===== src/rtl/alu_arbiter_pkg.sv =====
// alu_arbiter_pkg: definitions shared by the arbiter sources.
//   OPCODE_WIDTH : width of the requester and ALU opcode fields
//   state_t      : arbiter FSM state encoding (IDLE, START, WAIT, DONE)
package alu_arbiter_pkg;

    localparam int unsigned OPCODE_WIDTH = 5;

    typedef enum logic [1:0] {
        IDLE  = 2'd0,
        START = 2'd1,
        WAIT  = 2'd2,
        DONE  = 2'd3
    } state_t;

endpackage


===== src/rtl/rr_select.sv =====
// rr_select: combinational two-requester round-robin picker.
//   req0, req1 : request levels
//   last       : index of the requester served most recently
//   valid      : at least one request is present
//   pick       : index of the requester to serve next
module rr_select (
    input  logic req0,
    input  logic req1,
    input  logic last,
    output logic valid,
    output logic pick
);

    assign valid = req0 | req1;

    // On a tie the requester that was not served last wins.
    assign pick = (req0 & req1) ? ~last : req1;

endmodule


===== src/rtl/alu_arbiter.sv =====
// alu_arbiter: shares one external multi-cycle ALU between two requesters.
//   clock, reset                      : clock, asynchronous active-high reset
//   req0/1, op0/1, a0/1, b0/1         : requester level request, opcode, operands
//   done0/1                           : one-cycle completion pulse per requester
//   result                            : last completed ALU result
//   busy, grant                       : FSM not idle, index of requester served
//   alu_start, alu_opcode, alu_a/b    : registered command to the ALU
//   alu_finished, alu_y               : ALU completion and result
module alu_arbiter
    import alu_arbiter_pkg::*;
#(
    parameter int unsigned N = 4
) (
    input  logic                    clock,
    input  logic                    reset,
    input  logic                    req0,
    input  logic                    req1,
    input  logic [OPCODE_WIDTH-1:0] op0,
    input  logic [OPCODE_WIDTH-1:0] op1,
    input  logic [N-1:0]            a0,
    input  logic [N-1:0]            b0,
    input  logic [N-1:0]            a1,
    input  logic [N-1:0]            b1,
    output logic                    done0,
    output logic                    done1,
    output logic [N-1:0]            result,
    output logic                    busy,
    output logic                    grant,
    output logic                    alu_start,
    output logic [OPCODE_WIDTH-1:0] alu_opcode,
    output logic [N-1:0]            alu_a,
    output logic [N-1:0]            alu_b,
    input  logic                    alu_finished,
    input  logic [N-1:0]            alu_y
);

    state_t state;
    state_t state_nxt;
    logic   last;
    logic   sel_valid;
    logic   sel_pick;

    rr_select u_rr_select (
        .req0  (req0),
        .req1  (req1),
        .last  (last),
        .valid (sel_valid),
        .pick  (sel_pick)
    );

    // State register.
    always_ff @(posedge clock or posedge reset) begin
        if (reset) begin
            state <= IDLE;
        end else begin
            state <= state_nxt;
        end
    end

    // Next-state logic; alu_finished only matters while waiting.
    always_comb begin
        state_nxt = state;
        case (state)
            IDLE:    if (sel_valid) state_nxt = START;
            START:   state_nxt = WAIT;
            WAIT:    if (alu_finished) state_nxt = DONE;
            DONE:    state_nxt = IDLE;
            default: state_nxt = IDLE;
        endcase
    end

    // Status and pulse outputs, registered from the next state so they line up with it.
    always_ff @(posedge clock or posedge reset) begin
        if (reset) begin
            busy      <= 1'b0;
            alu_start <= 1'b0;
            done0     <= 1'b0;
            done1     <= 1'b0;
        end else begin
            busy      <= (state_nxt != IDLE);
            alu_start <= (state_nxt == START);
            done0     <= (state_nxt == DONE) && (grant == 1'b0);
            done1     <= (state_nxt == DONE) && (grant == 1'b1);
        end
    end

    // Grant and ALU command capture; held until the next grant.
    always_ff @(posedge clock or posedge reset) begin
        if (reset) begin
            grant      <= 1'b0;
            alu_opcode <= '0;
            alu_a      <= '0;
            alu_b      <= '0;
        end else if ((state == IDLE) && sel_valid) begin
            grant      <= sel_pick;
            alu_opcode <= sel_pick ? op1 : op0;
            alu_a      <= sel_pick ? a1  : a0;
            alu_b      <= sel_pick ? b1  : b0;
        end
    end

    // Result capture on ALU completion.
    always_ff @(posedge clock or posedge reset) begin
        if (reset) begin
            result <= '0;
        end else if ((state == WAIT) && alu_finished) begin
            result <= alu_y;
        end
    end

    // Last-served pointer; reset to 1 so requester 0 wins the first tie.
    always_ff @(posedge clock or posedge reset) begin
        if (reset) begin
            last <= 1'b1;
        end else if (state == DONE) begin
            last <= grant;
        end
    end

endmodule


===== config.mk =====
export PLATFORM = sky130hd
export DESIGN_NAME = alu_arbiter
export DESIGN_NICKNAME = d
export VERILOG_FILES = /design/src/rtl/alu_arbiter_pkg.sv /design/src/rtl/rr_select.sv /design/src/rtl/alu_arbiter.sv
export SDC_FILE = /design/constraint.sdc
export NUM_CORES = 1
export LEC_CHECK = 0
export CORE_UTILIZATION = 40
export DETAILED_ROUTE_END_ITERATION = 8
export PLACE_DENSITY_LB_ADDON = 0.3
export RECOVER_POWER = 50
export SYNTH_ARGS = -nofsm -noshare
export SYNTH_HDL_FRONTEND = slang
export SYNTH_SLANG_ARGS = --single-unit

===== constraint.sdc =====
create_clock -name clock -period 2.2 [get_ports clock]
set_clock_uncertainty 0.2 [all_clocks]
set_input_delay 0.44 -clock clock [delete_from_list [all_inputs] [get_ports clock]]
set_output_delay 0.44 -clock clock [all_outputs]
set_load 0.02 [all_outputs]

==> impl_metrics.toml, run 1 <==
[worst_setup_path]
rr_endpoint = "busy$_DFF_PP0_"
worst_flop_to_flop_path_startpoint = "state[0]$_DFF_PP0_"
crit_path_start_kind = "register"
worstSetupEndpointType = "output port"
worstPathCellList = "clkdlybuf4s50_1"
path_buf_inv = 1
timing.critical_path.max_delay_family = "buffers and inverters"
required_ns = 1.56
crit_arrival_ns = 1.37
worst_path_largest_cell_delay_ns = 0.62
critical_path.slowest_cell = "clkdlybuf4s50_1"
crit_cells = 1
timing.reg2reg.worst_path_depth = 5
worst-path-max-fanout = 5
critical_path_class = "register to output port"
reg2reg_slack_ns = 0.43

[yosys]
ys.warnings.count = 0
ys_async_sr_fraction_pct = 100.0
post_synth.cell_area_avg_um2 = 11.31
xor_xnor_share_of_the_synthesized_area_pct = 0
synthTopCellsByArea = "dfrtp_1, a21oi_2, mux2_2, nand2_1, nor2_1"
synth_fp_nets = 146
synth_top_family_by_area = "compound AO/OA/AOI/OAI gates"
compound_gate_portion_of_the_synthesized_area_pct = 20.89
synth_sequential_area_ratio_pct = 51.81
synth-adder-area-share_pct = 4.137
ys_seq_elements = 25
synth_top_cell_by_area = "dfrtp_1"
mux_contribution_to_synthesized_area_pct = 4.654
synthDistinctLibCells = 24
synth-simple-area-share_pct = 13.44
synth.cell_area_mm2 = 0.001210
synth_edf_count = 0
ys_dominant_reg_cell = "dfrtp_1"
synthCells = 107
yosysTopAreaCellShare_pct = 49.64

[route]
drt-wirelength-per-cell_um = 13.68
met2WireLength_um = 1399
remaining_drcs = 8
routed_wl_um = 2708
routedLengthMet1_um = 1101
wl_met3_um = 175
drtAntennaViolNets = 0
route.vias.total = 988
drt-pass1-iter-count = 6
uppermost_layer_routed = "met4"
post_drt_via_cell_ratio = 4.990
number_of_violations_reported_at_the_end_of_detailed_routing_iteration_0 = 19

[sta]
finalSetupTns_ns = 0
setup_repair_after_global_routing_missed_its_margin = "no"
finalCriticalPeriod_ns = 2.015
finalWorstSetupSlack_ns = 0.1853
worst-slew-pin-transition_ns = 1.307
final_max_slew_viol_count = 0
max_slew_margin_pct = 12.89
finalSetupViolCount = 0
period_share_pct = 91.58
timing_hold_violations_final = 0
fmax_mhz = 496.3

[worst_hold_path]
min_to = "result[2]$_DFFE_PP0P_"
hold_class = "register to register"
hold_path.startpoint = "result[2]$_DFFE_PP0P_"
whs_path_depth = 1

[pwr]
pwr-share-comb_pct = 56.8
ir_drop_v = 0.0006641
total_switching_power_uw = 973.7
seqPwrFrac_pct = 34.4
clkPwrFrac_pct = 8.8
power.static_leakage_uw = 0.0007564
p_int_uw = 1424
netSwitchingFraction_pct = 40.61
total_power_uw = 2397
cellPowerDensity_mw_per_mm2 = 1320

[clock_tree]
h-tree-depth = 1
cts_root_buf = "clkbuf_4"
post_cts_clock_slew_at_the_launch_and_capture_registers_of_the_worst_setup_and_hold_paths_ns = 0.14
cts_setup_buffers = 0
clk-insertion-delay-late_ns = 0.31
cts_repair_resize_count = 0
clock_buffer_count_from_cts = 3
tritoncts = "built"
cts_sinks = 25
hold_buffers = 0
cts-root-to-sink-buffers = 2

[status]
run_status = "complete, but fails checks"
violations = "DRC"

[floorplan]
io_pins = 57
floorplan.die_area_mm2 = 0.003248
placement_rows = 19
chip_width_um = 57.00
initial_utilization_pct = 43.13
die_y_um = 57.00
placeableCoreArea_mm2 = 0.002805

[placed_design]
dp_hpwl_um = 2039
gp_congestion = 0.7642
detailed_place.area_mm2 = 0.001802
place.port_buffers = 56
preCtsSetupSlack_ns = 0.06644

[grt]
grt_first_pass_wirelength_um = 4491
grt_max_degree = 26
antenna_found_initial = 0
number_of_global_route_vias_before_repair = 1030
grt_usage_pct = 17.64
global_route.overflow_total = 0

[final_layout]
final_design_area_no_fill_mm2 = 0.001817
synthToLayoutAreaGrowth_pct = 50.15
layout_commonest_cell = "clkdlybuf4s50_1"
utilization_pct = 64.76
share_of_final_layout_standard_cells_stronger_than_drive_strength_1_pct = 20.96
sequential_cell_area_um2 = 626.9
nFillCells = 255
net_count_final = 207
leading_cell_types_in_the_layout_fill_and_taps_excluded = "clkdlybuf4s50_1, dfrtp_1, a21oi_2"
multi_input_area_um2 = 510.5
antenna-diode-count = 0

[run]
drv_cap = 0
[cell type report]
type	instances	area share (%)
multi-input combinational	75	28.10
clock inverter	1	0.4132
tap	31	2.135
timing repair buffer	60	32.99
sequential	25	34.50
clock buffer	3	1.240
inverter	3	0.6198
[cell usage after synthesis (2+ instances only)]
cell     instances
nor2_1          14
inv_1            3
dfrtp_1         24
a21oi_2         18
buf_6            2
nand2_1         14
mux2_2           5
ha_1             4
a21oi_1          8
[state kept, by name, summed over array words and instances, names as in the netlist]
register    flops
alu_start       1
busy            1
alu_a           4
alu_b           4
state           2
grant           1
alu_opcode      5
done1           1
done0           1
last            1
result          4
[worst max path at each step]
stage / slack [ns] / end / start
after floorplan: 0.67 / busy$_DFF_PP0_ / state[0]$_DFF_PP0_
after global placement: 0.15 / alu_opcode[1]$_DFFE_PP0P_ / req1
after detailed placement: 0.07 / alu_opcode[3]$_DFFE_PP0P_ / req1
after CTS: 0.17 / grant / grant$_DFFE_PP0P_
after global routing: 0.12 / alu_b[1]$_DFFE_PP0P_ / reset
final: 0.19 / grant / grant$_DFFE_PP0P_
[worst register-to-register path: cells and delay by family, from the launching register on]
family	cells	cell delay, ns
simple gates	3	0.73
buf+inv	1	0.11
fa+ha+maj	1	0.19
flops	1	0.44
[cell families after synthesis]
kind of cell               after synthesis
AOI/OAI and AO/OA                       31
buffers and inverters                    7
adders and majority gates                4
muxes                                    5
DFF                                     25
and+or+nand+nor                         35
[metrics by stage]
stage | hold WS [ns] | cells
floorplan | 0.2666 | 107
global placement | 0.2858 | 194
detailed placement | 0.3015 | 194
CTS | 0.2649 | 198
global route | 0.3565 | 198
finish | 0.3254 | 198
[metal layers]
layer  track usage, %  vias up
met5                0        -
met4            4.181        0
met2            33.61       39
met1            19.35      462
li1                 -      483
met3            4.762        4
[power groups by stage]
stage               registers, uW  logic [uW]  clock network (uW)
finish                        825        1360                 210
global route                  852        1480                 239
CTS                           832        1390                 217
detailed placement            839        1380                   0
global placement              825        1360                   0
floorplan                    1060         608                   0
(Power assumes the default switching activity.)
==> run 2: changes to the inputs <==
- CORE_MARGIN: not set -> 2
==> run 2 against run 1 <==
The flow now finishes without violations. Count of clock-buffer cells in the layout unchanged. First-iteration DRC count increased by 21%. Flip-flop and latch count unchanged. Sequential power decreased by 0.7%. Total power decreased by 0.62%. Maximum frequency increased by 1.4%. Largest power group unchanged.
==> impl_metrics.toml, run 2 (same netlist as run 1, synthesis figures left out) <==
[worst_setup_path]
crit_arrival_ns = 1.35
timing.critical_path.max_delay_family = "buffers and inverters"
worstSetupEndpointType = "output port"
worst_path_largest_cell_delay_ns = 0.62
critical_path.slowest_cell = "clkdlybuf4s50_1"
required_ns = 1.56
worstPathCellList = "clkdlybuf4s50_1"
worst-path-max-fanout = 5
critical_path_class = "register to output port"
crit_path_start_kind = "register"
path_buf_inv = 1

[clock_tree]
cts_root_buf = "clkbuf_4"
h-tree-depth = 1
cts_repair_resize_count = 0
hold_buffers = 0
post_cts_clock_slew_at_the_launch_and_capture_registers_of_the_worst_setup_and_hold_paths_ns = 0.14
tritoncts = "built"
clk-insertion-delay-late_ns = 0.30
cts_sinks = 25
cts-root-to-sink-buffers = 2
clock_buffer_count_from_cts = 3
cts_setup_buffers = 0

[floorplan]
placement_rows = 19
placeableCoreArea_mm2 = 0.002805
chip_width_um = 59.00
floorplan.die_area_mm2 = 0.003480
io_pins = 57
initial_utilization_pct = 43.13
die_y_um = 59.00

[sta]
hold_slack_ns = 0.3223
timing_hold_violations_final = 0
period_share_pct = 90.30
finalSetupViolCount = 0
finalCriticalPeriod_ns = 1.987
finalSetupTns_ns = 0
setup_repair_after_global_routing_missed_its_margin = "no"
fmax_mhz = 503.3
worst-slew-pin-transition_ns = 1.315
final_max_slew_viol_count = 0
max_slew_margin_pct = 12.35

[grt]
antenna_found_initial = 0
number_of_global_route_vias_before_repair = 1042
grt_usage_pct = 16.44
grt_first_pass_wirelength_um = 4395
grt_max_degree = 26
global_route.overflow_total = 0

[final_layout]
antenna-diode-count = 0
layout_commonest_cell = "clkdlybuf4s50_1"
max_reg_flops = 5
layoutNonFillerInstCount = 198
nFillCells = 254
leading_cell_types_in_the_layout_fill_and_taps_excluded = "clkdlybuf4s50_1, dfrtp_1, a21oi_2"
share_of_final_layout_standard_cells_stronger_than_drive_strength_1_pct = 20.96
net_count_final = 207
largest_register = "alu_opcode"
synthToLayoutAreaGrowth_pct = 49.95
utilization_pct = 64.67

[pwr]
power.static_leakage_uw = 0.0007602
total_power_uw = 2383
cellPowerDensity_mw_per_mm2 = 1313
ir_drop_v = 0.0006144

[run]
drv_cap = 0

[route]
drtAntennaViolNets = 0
routed_wl_um = 2627
drt-pass1-iter-count = 4
post_drt_via_cell_ratio = 5.045
number_of_violations_reported_at_the_end_of_detailed_routing_iteration_0 = 23
route.vias.total = 999
drt-wirelength-per-cell_um = 13.27
remaining_drcs = 0

[placed_design]
placed_cells = 194
place.port_buffers = 56
dp_hpwl_um = 2012
gp_congestion = 0.7319

[worst_hold_path]
hold_class = "register to register"

[status]
run_status = "complete, no violations"
[run 2: changes by cell type in the layout (fill, tap and decap cells not counted)]
cell	delta
clkinv_2	+1
clkinvlp_4	-1
[run 2: metal layers]
| layer | vias to the layer above | global-route usage (%) | wire length (um) |
|---|---|---|---|
| met5 | - | 0 | 0 |
| met3 | 2 | 3.712 | 181 |
| li1 | 482 | - | - |
| met4 | 0 | 2.922 | 19 |
| met2 | 36 | 30.79 | 1378 |
| met1 | 479 | 19.24 | 1048 |
[run 2: metrics by stage]
stage | worst slack [ns] | cell area, um^2
2_1_floorplan | 0.6680 | 1210
3_3_place_gp | 0.1389 | 1802
3_5_place_dp | 0.1158 | 1802
4_1_cts | 0.1983 | 1829
5_1_grt | 0.1170 | 1814
6_report | 0.2133 | 1814
[run 2: area by class of cell]
| cell class | count | area, um^2 | share of cell area, % |
|---|---|---|---|
| clock buffers | 3 | 22.52 | 1.241 |
| clock inverters | 1 | 5.005 | 0.2759 |
| inverters | 3 | 11.26 | 0.6207 |
| multi-input cells | 75 | 510.5 | 28.14 |
| flip-flops and latches | 25 | 626.9 | 34.55 |
| well taps | 31 | 38.79 | 2.138 |
| repair buffers | 60 | 599.3 | 33.03 |
[run 2: worst paths after layout]
| path | startpoint | to | slack [ns] | depth (start not counted) |
|---|---|---|---|---|
| setup / recovery | grant$_DFFE_PP0P_ | grant | 0.21 | 1 |
| hold / removal | result[0]$_DFFE_PP0P_ | result[0]$_DFFE_PP0P_ | 0.32 | 1 |
| setup reg to reg | state[0]$_DFF_PP0_ | busy$_DFF_PP0_ | 0.42 | 5 |
| hold reg to reg | result[0]$_DFFE_PP0P_ | result[0]$_DFFE_PP0P_ | 0.32 | 1 |
| max in group asynchronous | reset | state[1]$_DFF_PP0_ | 0.38 | 3 |
| min in group asynchronous | reset | result[2]$_DFFE_PP0P_ | 0.65 | 3 |
[run 2: report_power, final]
part / leakage, uW / internal [uW] / switching [uW] / total [uW]
Combinational: 0.000453 / 663 / 698 / 1360
Clock: 0.0000177 / 67.8 / 134 / 202
Sequential: 0.000289 / 691 / 128 / 819
Total: 0.000760 / 1420 / 960 / 2380
==> run 3: changes to the inputs <==
- ABC_CLOCK_PERIOD_IN_PS: not set -> 2200
==> results of run 3 <==
No change in the layout: final DEF, timing and power equal those of run 2.
